==> config.mk <==
export PLATFORM = sky130hd
export DESIGN_NAME = seg_scan_ctrl
export DESIGN_NICKNAME = d
export VERILOG_FILES = /design/src/rtl/seg_scan_ctrl.sv
export SDC_FILE = /design/constraint.sdc
export NUM_CORES = 1
export LEC_CHECK = 0
export ABC_AREA = 1
export BUFFER_PORTS_ARGS = -buffer_cell sky130_fd_sc_hd__buf_2
export CORE_MARGIN = 2
export CORE_UTILIZATION = 35
export DETAILED_ROUTE_END_ITERATION = 10
export PLACE_DENSITY = 0.63
export SYNTH_ARGS = -nofsm -noshare
export SYNTH_HDL_FRONTEND = slang
export SYNTH_SLANG_ARGS = --single-unit
==> constraint.sdc <==
create_clock -name clk -period 1.83 [get_ports clk]
set_clock_uncertainty 0.15 [all_clocks]
set_input_delay 0.366 -clock clk [delete_from_list [all_inputs] [get_ports clk]]
set_output_delay 0.366 -clock clk [all_outputs]
set_load 0.02 [all_outputs]
==> src/rtl/seg_scan_ctrl.sv <==
// Scan controller for a 6-digit 7-segment display: digit prescaler, inter-digit blanking
// and frame-granular arbitration between two requesters for the displayed 24-bit word.
module seg_scan_ctrl #(
  parameter int DIV       = 50000,
  parameter int BLANK_CYC = 16,
  parameter int HOLD_FRM  = 64
) (
  input  logic        clk,
  input  logic        rst_n,
  input  logic        req0,
  input  logic [23:0] data0,
  input  logic        req1,
  input  logic [23:0] data1,
  output logic [23:0] disp_num,
  output logic [2:0]  scanning,
  output logic        blank,
  output logic        gnt0,
  output logic        gnt1,
  output logic        owner,
  output logic        frame_end
);

  localparam int PC_W = (DIV > 1) ? $clog2(DIV) : 1;
  localparam int FC_W = (HOLD_FRM > 0) ? $clog2(HOLD_FRM + 1) : 1;
  localparam logic [PC_W-1:0] PC_MAX  = PC_W'(DIV - 1);
  localparam logic [PC_W-1:0] BLANK_V = PC_W'(BLANK_CYC);
  localparam logic [FC_W-1:0] FC_HOLD = FC_W'(HOLD_FRM);

  logic [PC_W-1:0] r_pc;
  logic [FC_W-1:0] r_fc;
  logic [2:0]      r_scan;
  logic [23:0]     r_disp;
  logic            r_blank;
  logic            r_gnt0;
  logic            r_gnt1;
  logic            r_owner;
  logic            r_frame_end;

  logic [PC_W-1:0] w_pc_nxt;
  logic            w_tick;
  logic            w_own_req;
  logic            w_oth_req;
  logic            w_latch;
  logic            w_sel;
  logic            w_switch;

  assign w_tick   = (r_pc == PC_MAX);
  assign w_pc_nxt = w_tick ? '0 : r_pc + 1'b1;

  // Prescaler, digit index and blanking; blank is derived from the next pc value so it
  // rises on the same cycle the digit index changes.
  always_ff @(posedge clk or negedge rst_n) begin
    if (!rst_n) begin
      r_pc        <= '0;
      r_scan      <= 3'd0;
      r_blank     <= 1'b1;
      r_frame_end <= 1'b0;
    end else begin
      r_pc        <= w_pc_nxt;
      r_blank     <= (w_pc_nxt < BLANK_V);
      r_frame_end <= w_tick && (r_scan == 3'd5);
      if (w_tick)
        r_scan <= (r_scan == 3'd5) ? 3'd0 : r_scan + 3'd1;
    end
  end

  assign w_own_req = r_owner ? req1 : req0;
  assign w_oth_req = r_owner ? req0 : req1;

  // Ownership decision, only taken on the frame boundary so the word never changes mid-frame.
  always_comb begin
    w_latch  = 1'b0;
    w_sel    = r_owner;
    w_switch = 1'b0;
    if (r_frame_end) begin
      if (w_own_req && (r_fc < FC_HOLD)) begin
        w_latch = 1'b1;
      end else if (w_oth_req) begin
        w_latch  = 1'b1;
        w_sel    = ~r_owner;
        w_switch = 1'b1;
      end else if (w_own_req) begin
        w_latch = 1'b1;
      end
    end
  end

  always_ff @(posedge clk or negedge rst_n) begin
    if (!rst_n) begin
      r_fc    <= '0;
      r_owner <= 1'b0;
      r_disp  <= 24'd0;
      r_gnt0  <= 1'b0;
      r_gnt1  <= 1'b0;
    end else begin
      r_gnt0 <= w_latch && !w_sel;
      r_gnt1 <= w_latch && w_sel;
      if (r_frame_end) begin
        r_owner <= w_sel;
        if (w_switch)
          r_fc <= '0;
        else if (r_fc != FC_HOLD)
          r_fc <= r_fc + 1'b1;
      end
      if (w_latch)
        r_disp <= w_sel ? data1 : data0;
    end
  end

  assign disp_num  = r_disp;
  assign scanning  = r_scan;
  assign blank     = r_blank;
  assign gnt0      = r_gnt0;
  assign gnt1      = r_gnt1;
  assign owner     = r_owner;
  assign frame_end = r_frame_end;

endmodule
==> results of run 1 <==
-- synthesized netlist by cell type --
cell type / instances / area share [%]
clkbuf_1: 1 / 0.13
o21bai_1: 4 / 1.0
inv_2: 4 / 0.50
inv_4: 1 / 0.21
a21oi_2: 1 / 0.29
buf_12: 2 / 1.3
o21ai_0: 4 / 0.67
ha_1: 3 / 1.3
nand2_2: 22 / 4.6
buf_1: 1 / 0.13
inv_1: 44 / 5.5
o21a_1: 1 / 0.25
buf_4: 3 / 0.76
nand4_2: 1 / 0.42
clkinv_2: 1 / 0.17
nor2_2: 3 / 0.63
nand3_2: 19 / 6.4
dfrtp_1: 54 / 45
xor2_1: 6 / 1.8
o21ai_4: 1 / 0.55
nor3_1: 3 / 0.50
dfstp_2: 1 / 0.88
nand2_4: 1 / 0.38
nor2_8: 2 / 1.3
o21ai_2: 5 / 1.5
a21oi_1: 2 / 0.34
nand2_1: 107 / 13
nand3_1: 20 / 3.4
nor2_1: 26 / 3.3
nand4_1: 11 / 2.3
o21ai_1: 3 / 0.50
or2_2: 1 / 0.21
-- per-stage QoR --
step                      TNS [ns]  setup slack (ns)
final                            0            0.1398
after global routing      -0.03870          -0.03870
after CTS                        0           0.02931
after detailed placement         0           0.05785
after global placement           0            0.1458
after floorplan                  0            0.2032
-- power breakdown --
part / internal [mW] / total (mW) / switching (mW)
Sequential: 1.21 / 1.21 / 0
Clock: 0.401 / 0.803 / 0.402
Combinational: 0.0449 / 0.0907 / 0.0459
Total: 1.66 / 2.11 / 0.448
-- final timing paths --
path	startpoint	endpoint	slack [ns]	cells past startpoint
max	r_pc[9]	blank	0.14	10
min	data0[0]	disp_num[0]	0.10	3
max reg2reg	r_pc[9]	blank	0.14	10
min reg2reg	disp_num[23]	disp_num[23]	0.35	2
max in group asynchronous	rst_n	blank	0.82	3
min in group asynchronous	rst_n	r_pc[11]	0.43	3
-- cell type report --
cell class / count / area (µm²)
Fill cell: 799 / 4516
Multi-Input combinational cell: 246 / 1396
Sequential cell: 55 / 1380
Timing Repair Buffer: 90 / 495.5
Inverter: 50 / 191.4
Tap cell: 105 / 131.4
Clock buffer: 5 / 68.82
Clock inverter: 2 / 37.54
-- per-layer routing --
metal,track usage (%),wire length [µm],up-vias
li1,-,-,1297
met1,21.02,3139,1153
met2,25.52,2969,91
met3,3.211,370,9
met4,5.119,125,0
met5,0,0,-
-- repair_timing --
item	4_1_cts	5_1_grt
resized for setup	0	16
setup endpoints to repair	0	5
hold buffers	1	0
buffers inserted	0	1
endpoints found under the hold margin	54	0
-- worst reg2reg max path: stages (launching register included) --
cell	delay [ns]
dfrtp_1	0.41
nand2_1	0.14
inv_1	0.11
nand2_1	0.06
nor2_1	0.18
nand2_4	0.13
nand3_2	0.12
nand3_2	0.07
nor2_1	0.09
nand2_1	0.06
nor2_1	0.11
-- logic make-up (layout without fill, tap and decap cells) --
group / after synthesis / count (layout) / share of synthesized area (%)
AND/OR/NAND/NOR: 216 / 216 / 36.90
buffers and inverters: 57 / 147 / 8.774
flip-flops: 55 / 55 / 46.22
AO/OA/AOI/OAI: 21 / 21 / 5.080
XOR/XNOR: 6 / 6 / 1.763
adder cells (fa/ha/maj): 3 / 3 / 1.260
-- flip-flops by register name (all words and copies together) (netlist names) --
name	cells
disp_num	24
frame_end	1
owner	1
scanning	3
gnt0	1
gnt1	1
r_fc	7
blank	1
r_pc	16
==> impl_metrics.py, run 1 <==
metrics = {
    "sta": {
        "tightestPinTransition_ns": 0.3526,
        "hold-worst-slack_ns": 0.1034,
        "maxClockFrequency_ghz": 0.5916,
        "timing.slew.headroom_pct": 76.49,
        "share_of_the_clock_period_used_by_the_worst_path_pct": 92.36,
        "layout_min_cycle_time_ns": 1.690,
        "setup_violations": 0,
        "report.final.slew_viol_count": 0,
        "timing_hold_violations_final": 0,
    },
    "run": {
        "maxCapViolCount": 0,
    },
    "floorplanning": {
        "floorplan.die.height_um": 96.28,
        "die-area_um2": 9270,
        "design.core.area_um2": 8217,
        "die_width_um": 96.28,
        "initial_utilization_pct": 36.27,
        "ios": 84,
        "floorplan.rows": 33,
    },
    "power": {
        "report.power.total_mw": 2.108,
        "power-per-cell-area_nw_per_um2": 569.5,
        "power.ir.vdd_worst_mv": 0.3505,
        "power.static_leakage_nw": 2.162,
    },
    "yosys": {
        "ys_seq_area_share_pct": 46.22,
        "synth-seq-cells": 55,
        "synth_warn": 0,
        "syn_area_per_cell_um2": 8.325,
        "syn_area_um2": 2980,
        "synthesis.nets": 413,
        "synthDistinctLibCells": 32,
        "netlist_instances": 358,
    },
    "final_layout": {
        "final_common_cell": "nand2_1",
        "drive_gt1_share_pct": 38.17,
        "finalNonFillerCells": 553,
        "fin_area_um2": 3701,
        "insertedDiodeCount": 0,
        "mostFrequentLayoutCells": "nand2_1, buf_2, dfrtp_1",
        "design.final.nets": 503,
        "area.growth.synth_to_final_pct": 24.18,
        "final_core_util_pct": 45.04,
    },
    "place": {
        "io_buffers": 83,
        "place_inst": 544,
        "post-dp-hpwl_um": 4797,
        "dpl-instance-area_um2": 3520,
        "finalWeightedCongestion": 0.9368,
    },
    "setup_path": {
        "critPathLaunchType": "register",
        "cp_capture_type": "register",
        "cp.arrival_ns": 1.79,
        "crit_family": "simple AND/OR/NAND/NOR gates",
        "worstPathCellList": "nand2_1, inv_1, nand2_1, nor2_1, nand2_4, nand3_2, nand3_2, nor2_1, nand2_1, nor2_1",
        "crit_path_category": "register to register",
        "timing.critical_path.slowest_cell_delay_ns": 0.41,
        "critical_path.n_buffers_inverters": 1,
        "cpMaxStageDelayCell": "dfrtp_1",
        "critPathRequiredTime_ns": 1.93,
        "critical_path.max_fanout": 8,
    },
    "global_routing": {
        "track_usage_pct": 15.74,
        "grt_max_degree": 56,
        "number_of_global_route_vias_before_repair": 2585,
        "globalRouteOverflowTotal": 0,
        "grt_pass1_wl_um": 11450,
        "grt_antenna_before_repair": 0,
    },
    "clock_tree": {
        "htree_levels": 2,
        "numClockSinks": 55,
        "tritoncts": "done",
        "root_buffer": "clkbuf_8",
        "cts_buffers": 5,
        "worstSkewPairLatency_ns": 0.31,
        "cts_max_path_buffers": 2,
        "clk_pin_slew_worst_paths_ns": 0.10,
    },
    "hold_path": {
        "hold_path_class": "primary input to register",
    },
    "routing": {
        "ant_nets": 0,
        "drt-vias-per-instance": 4.611,
        "drt_drc_violations_left": 0,
        "dr_total_vias": 2550,
        "detail_route.wirelength_um": 6605,
        "routedWlPerCell_um": 11.94,
        "detail_route.iter0.violations": 170,
        "drt_pass1_iterations": 4,
    },
    "run_status": {
        "status": "finished, final reports clean",
    },
}
Note: power is estimated with default switching activity, not from simulation.
==> run 2, diff against run 1 <==
--- a/config.mk
+++ b/config.mk
@@ -8,9 +8,9 @@
 export ABC_AREA = 1
 export BUFFER_PORTS_ARGS = -buffer_cell sky130_fd_sc_hd__buf_2
 export CORE_MARGIN = 2
-export CORE_UTILIZATION = 35
+export CORE_UTILIZATION = 52
 export DETAILED_ROUTE_END_ITERATION = 10
-export PLACE_DENSITY = 0.63
+export PLACE_DENSITY = 0.89
 export SYNTH_ARGS = -nofsm -noshare
 export SYNTH_HDL_FRONTEND = slang
 export SYNTH_SLANG_ARGS = --single-unit
==> constraint.sdc (replaced) <==
create_clock -name clk -period 1.9 [get_ports clk]
set_clock_uncertainty 0.15 [all_clocks]
set_input_delay 0.38 -clock clk [delete_from_list [all_inputs] [get_ports clk]]
set_output_delay 0.38 -clock clk [all_outputs]
set_load 0.02 [all_outputs]
==> run 2 against run 1 <==
Clock-buffer cell count up 1; worst hold slack better by 0.0038 ns; fmax decreased by 4.7%; wire length fell by 2.5%; critical path depth is 1 lower; non-clock buffer count unchanged; sequential power fell by 3%; cell count is 5.8% lower; highest routed layer unchanged.
==> impl_metrics.py, run 2 (synthesis gave the netlist of run 1 again) <==
metrics = {
    "routing": {
        "drt-vias-per-instance": 4.944,
        "drt_pass1_iterations": 5,
        "routedWlPerCell_um": 12.37,
        "drt_drc_violations_left": 0,
        "ant_nets": 0,
        "met3WireLength_um": 430,
        "detail_route.wirelength_um": 6443,
        "dr_total_vias": 2576,
        "wire_length_on_met1_um": 2742,
        "maxUsedRoutingLayer": "met4",
        "wl_met2_um": 3164,
        "detail_route.iter0.violations": 98,
    },
    "setup_path": {
        "cp.arrival_ns": 1.83,
        "cp_capture_type": "register",
        "crit_path_category": "register to register",
        "worstPathCellList": "ha_2, nand2_1, inv_1, nand2_1, nor2_2, nand2_2, nor2_4, o21ai_0, o21a_1",
        "timing.critical_path.mode_cell": "nand2_1",
        "critical_path.max_fanout": 8,
        "timing.critical_path.slowest_cell_delay_ns": 0.40,
        "critPathLaunchType": "register",
        "critPathRequiredTime_ns": 1.96,
        "cpMaxStageDelayCell": "dfrtp_1",
    },
    "clock_tree": {
        "htree_levels": 2,
        "numClockSinks": 55,
        "root_buffer": "clkbuf_8",
        "clk_pin_slew_worst_paths_ns": 0.10,
        "cts_max_path_buffers": 2,
        "tritoncts": "done",
        "worstSkewPairLatency_ns": 0.32,
        "cts_buffers": 5,
    },
    "place": {
        "io_buffers": 83,
        "place_inst": 510,
        "post-dp-hpwl_um": 4781,
        "dpl-instance-area_um2": 3471,
        "finalWeightedCongestion": 0.8865,
    },
    "final_layout": {
        "fin_area_um2": 3610,
        "finalNonFillerCells": 521,
        "mostFrequentLayoutCells": "nand2_1, buf_2, dfrtp_1",
        "drive_gt1_share_pct": 36.53,
        "area.growth.synth_to_final_pct": 21.12,
        "final_common_cell": "nand2_1",
        "max_ffs_per_register": 24,
        "insertedDiodeCount": 0,
        "design.final.nets": 503,
    },
    "sta": {
        "maxClockFrequency_ghz": 0.5641,
        "layout_min_cycle_time_ns": 1.773,
        "share_of_the_clock_period_used_by_the_worst_path_pct": 93.30,
        "tightestPinTransition_ns": 0.3349,
        "hold-worst-slack_ns": 0.1071,
        "setup_violations": 0,
        "timing.slew.headroom_pct": 77.67,
        "report.final.slew_viol_count": 0,
        "fin_tns_setup_ns": 0,
        "timing_hold_violations_final": 0,
    },
    "power": {
        "power.ir.vdd_worst_mv": 0.4039,
        "power.static_leakage_nw": 2.126,
        "power-per-cell-area_nw_per_um2": 532.7,
    },
    "run": {
        "maxCapViolCount": 0,
    },
    "floorplanning": {
        "design.core.area_um2": 5507,
        "die-area_um2": 6353,
        "floorplan.rows": 27,
        "floorplan.die.height_um": 79.71,
        "ios": 84,
        "initial_utilization_pct": 54.12,
        "die_width_um": 79.71,
    },
    "global_routing": {
        "grt_antenna_before_repair": 0,
        "grt_pass1_wl_um": 10900,
        "globalRouteOverflowTotal": 0,
        "number_of_global_route_vias_before_repair": 2528,
        "track_usage_pct": 21.79,
        "grt_max_degree": 56,
    },
    "run_status": {
        "status": "finished, final reports clean",
    },
    "hold_path": {
        "hold_path_class": "primary input to register",
    },
}
## run 2: cell count changes in the layout (fill, tap and decap cells not counted), moves of 2 or more
cell	before	now
dfrtp_1	52	54
dfrtp_2	2	0
nand2_1	105	107
nand2_4	3	1
nor2_1	23	25
nor2_2	5	3
## run 2: worst max-delay path, delay by kind of cell (launching register included)
kind / cells / cell delay, ns
and+or+nand+nor: 5 / 0.60
DFF: 1 / 0.40
AOI/OAI and AO/OA: 2 / 0.23
adders and majority gates: 1 / 0.19
buffers and inverters: 1 / 0.09
## run 2: per-layer routing
layer | up-vias | GRT usage, %
met5 | - | 0
met4 | 0 | 7.586
met3 | 8 | 5.430
met2 | 91 | 36.97
met1 | 1179 | 26.98
li1 | 1298 | -
## run 2: metrics by stage
stage	utilization, %	power [mW]	setup slack (ns)
after CTS	64.83	1.940	0.08559
after floorplan	-	1.197	0.2732
after detailed placement	63.03	1.283	0.1276
after global routing	65.55	1.991	-0.01177
final	65.55	1.923	0.1273
after global placement	63.03	1.280	0.2208
## run 2: layout make-up
type | instances | area [µm²]
Timing Repair Buffer | 90 | 495.5
Clock buffer | 6 | 72.57
Clock inverter | 2 | 16.27
Sequential cell | 55 | 1378
Multi-Input combinational cell | 246 | 1366
Inverter | 50 | 191.4
Fill cell | 449 | 1897
Tap cell | 72 | 90.09
## run 2: final timing paths
kind                                   start  slack [ns]      endpoint  cells past startpoint
min in group asynchronous              rst_n        0.42      r_pc[13]                      3
worst min register to register  disp_num[23]        0.35  disp_num[23]                      2
worst max register to register       r_pc[0]        0.13   scanning[1]                      9
max in group asynchronous              rst_n        0.88         blank                      3
worst min-delay path                data0[0]        0.11   disp_num[0]                      3
worst max-delay path                 r_pc[0]        0.13   scanning[1]                      9
## run 2: timing repair
item / CTS / global route
hold endpoints to repair: 54 / 0
endpoints found under the setup margin: 0 / 4
hold buffers: 1 / 0
setup buffers: 0 / 2
resized for setup: 0 / 6
## run 2: power by group
group	leakage (nW)	switching, mW	internal, mW
Combinational	1.37	0.0452	0.0433
Clock	0.0418	0.399	0.266
Sequential	0.719	0	1.17
Total	2.13	0.444	1.48
==> run 3, diff against run 2 <==
==> config.mk (replaced) <==
export PLATFORM = sky130hd
export DESIGN_NAME = seg_scan_ctrl
export DESIGN_NICKNAME = d
export VERILOG_FILES = /design/src/rtl/seg_scan_ctrl.sv
export SDC_FILE = /design/constraint.sdc
export NUM_CORES = 1
export LEC_CHECK = 0
export BUFFER_PORTS_ARGS = -buffer_cell sky130_fd_sc_hd__buf_2
export CORE_ASPECT_RATIO = 2
export CORE_UTILIZATION = 51
export DETAILED_ROUTE_END_ITERATION = 10
export PLACE_DENSITY = 0.88
export SYNTH_ARGS = -nofsm -noshare
export SYNTH_HDL_FRONTEND = slang
export SYNTH_SLANG_ARGS = --single-unit
==> run 3 against run 2 <==
Non-clock buffer count up 19; sequential share of layout area up 0.23 points; fmax down 3.7%; die area down 8.8%; largest power group unchanged.
==> impl_metrics.py, run 3 <==
metrics = {
    "run_status": {
        "status": "finished, final reports clean",
    },
    "clock_tree": {
        "worstSkewPairLatency_ns": 0.31,
        "htree_levels": 2,
        "numClockSinks": 55,
        "cts_buffers": 5,
        "tritoncts": "done",
        "cts_max_path_buffers": 2,
        "clk_pin_slew_worst_paths_ns": 0.09,
        "root_buffer": "clkbuf_8",
    },
    "routing": {
        "dr_total_vias": 2382,
        "drt_drc_violations_left": 0,
        "drt_pass1_iterations": 5,
        "ant_nets": 0,
        "detail_route.iter0.violations": 66,
        "detail_route.wirelength_um": 6727,
        "drt-vias-per-instance": 5.578,
        "routedWlPerCell_um": 15.75,
    },
    "place": {
        "io_buffers": 83,
        "finalWeightedCongestion": 0.9278,
        "post-dp-hpwl_um": 5073,
        "dpl-instance-area_um2": 3403,
    },
    "setup_path": {
        "cp.arrival_ns": 1.90,
        "timing.critical_path.slowest_cell_delay_ns": 0.41,
        "critPathLaunchType": "register",
        "regToRegSetupSlack_ns": 0.06,
        "reg2reg_from": "r_pc[1]",
        "worst_r2r_endpoint": "blank",
        "critical_path_cell_count": 6,
        "critical_path.n_buffers_inverters": 0,
        "critical_path.max_fanout": 4,
        "cpMaxStageDelayCell": "dfrtp_1",
        "critPathRequiredTime_ns": 1.96,
        "crit_path_category": "register to register",
        "worstPathCellList": "ha_1, and3_4, nand4_1, xnor2_1, o21bai_1, o41ai_2",
        "crit_family": "compound AO/OA/AOI/OAI gates",
        "cp_capture_type": "register",
        "worst-r2r-cell-count": 6,
    },
    "global_routing": {
        "globalRouteOverflowTotal": 0,
        "track_usage_pct": 23.80,
        "grt_pass1_wl_um": 9936,
        "grt_antenna_before_repair": 0,
        "grt_max_degree": 51,
        "number_of_global_route_vias_before_repair": 2305,
    },
    "yosys": {
        "synth-seq-cells": 55,
        "synthDistinctLibCells": 47,
        "synth-xor-area-share_pct": 6.897,
        "yosys.cell_count.top_type": "dfrtp_1",
        "syn_area_per_cell_um2": 10.43,
        "synth_warn": 0,
        "synth-simple-area-share_pct": 19.88,
        "synth.cells.most_frequent": "dfrtp_1, nand2_1, mux2i_1",
        "synthAdderAreaFrac_pct": 1.343,
        "synth.top_cell.area_share_pct": 48.37,
        "syn_area_um2": 2794,
        "fraction_of_synthesis_flops_using_an_asynchronous_set_or_reset_pin_pct": 100.0,
        "synthDominantAreaCellType": "dfrtp_1",
        "synth_top_family_by_area": "simple AND/OR/NAND/NOR gates",
        "synthesis.nets": 323,
        "synth-edff-count": 0,
        "postSynth.topFlopCell": "dfrtp_1",
        "yosys-top-cells-area": "dfrtp_1, mux2i_1, xor2_1, nand2_1, o21ai_1",
        "synth_compound_gate_area_share_pct": 8.688,
        "yosys-mux-area-fraction_pct": 9.315,
        "ys_seq_area_share_pct": 49.31,
        "netlist_instances": 268,
    },
    "sta": {
        "share_of_the_clock_period_used_by_the_worst_path_pct": 96.90,
        "tightestPinTransition_ns": 0.5412,
        "timing.slew.headroom_pct": 63.41,
        "report.final.slew_viol_count": 0,
        "maxClockFrequency_ghz": 0.5432,
        "layout_min_cycle_time_ns": 1.841,
        "rsz_0062_raised_after_global_routing": "yes",
        "setup_violations": 0,
        "timing_hold_violations_final": 0,
    },
    "final_layout": {
        "drive_gt1_share_pct": 36.59,
        "mostFrequentLayoutCells": "buf_2, dfrtp_1, nand2_1",
        "design.final.nets": 423,
        "max_ffs_per_register": 24,
        "final_common_cell": "buf_2",
        "multi_input_area_um2": 1329,
        "fin_area_um2": 3595,
        "insertedDiodeCount": 0,
        "ff_latch_area_um2": 1380,
        "area.growth.synth_to_final_pct": 28.66,
        "layout.filler_cells": 382,
    },
    "hold_path": {
        "worst_hold_path.endpoint": "disp_num[11]",
        "hold_path_class": "primary input to register",
        "worstHoldStart": "data0[11]",
        "holdPathStages": 3,
    },
    "power": {
        "power.static_leakage_nw": 1.749,
        "power.ir.vdd_worst_mv": 0.4867,
        "power-per-cell-area_nw_per_um2": 583.8,
        "report.power.total_mw": 2.099,
    },
    "floorplanning": {
        "die-area_um2": 5796,
        "floorplan.die.height_um": 106.7,
        "die_width_um": 54.34,
        "design.core.area_um2": 5185,
        "ios": 84,
        "floorplan.rows": 37,
        "initial_utilization_pct": 53.89,
    },
    "run": {
        "maxCapViolCount": 0,
    },
}
-- run 3: per-stage QoR --
| step | worst slack (ns) | instances | hold WS (ns) | utilization (%) | setup TNS, ns |
|---|---|---|---|---|---|
| detailed placement | 0.007089 | 415 | 0.2368 | 65.64 | 0 |
| global placement | 0.04645 | 415 | 0.2295 | 65.64 | 0 |
| finish | 0.05899 | 427 | 0.1977 | 69.33 | 0 |
| global route | -0.03459 | 427 | 0.2099 | 69.33 | -0.03459 |
| floorplan | 0.001527 | 268 | -0.06559 | - | 0 |
| CTS | 0.01832 | 424 | 0.1962 | 68.12 | 0 |
-- run 3: power by group --
part / switching, mW / internal (mW) / total [mW]
Sequential: 0.00527 / 1.17 / 1.18
Combinational: 0.0613 / 0.0647 / 0.126
Clock: 0.366 / 0.427 / 0.792
-- run 3: kinds of logic after synthesis --
family | Yosys count
DFF | 55
adders and majority gates | 3
AOI/OAI and AO/OA | 42
muxes | 26
and+or+nand+nor | 100
buffers and inverters | 20
xor gates and xnor gates | 22
-- run 3: what timing repair did --
item | CTS | global route
hold endpoints to repair | 17 | 0
pin swaps | 1 | 3
resized for setup | 1 | 6
gates cloned | 0 | 1
hold buffers | 1 | 0
endpoints found under the setup margin | 1 | 5
setup buffers | 0 | 2
-- run 3: layer usage --
metal / vias to the layer above / global-route usage, % / wire [µm]
met4: 0 / 14.65 / 330
met5: - / 0 / 0
met3: 24 / 3.121 / 340
li1: 1135 / - / -
met2: 89 / 42.68 / 3801
met1: 1134 / 23.85 / 2255
-- run 3: area by class of cell --
cell class / instances / area share (%)
clock buffer: 6 / 2.297
clock inverter: 2 / 0.9746
inverter: 4 / 0.4177
tap: 58 / 2.019
timing repair buffer: 109 / 18.93
multi-input combinational: 193 / 36.96
sequential: 55 / 38.39
-- run 3: tightest hold or removal path, stage by stage --
cell	delay, ns
buf_2	0.08
mux2i_1	0.06
o21ai_1	0.11
-- run 3: worst max path at each step --
stage	from	slack, ns	endpoint
2_1_floorplan	r_pc[0]	0.002	blank
4_1_cts	r_pc[0]	0.02	blank
3_5_place_dp	r_pc[1]	0.007	blank
6_report	r_pc[1]	0.06	blank
5_1_grt	r_pc[1]	-0.03	blank
3_3_place_gp	r_pc[1]	0.05	blank
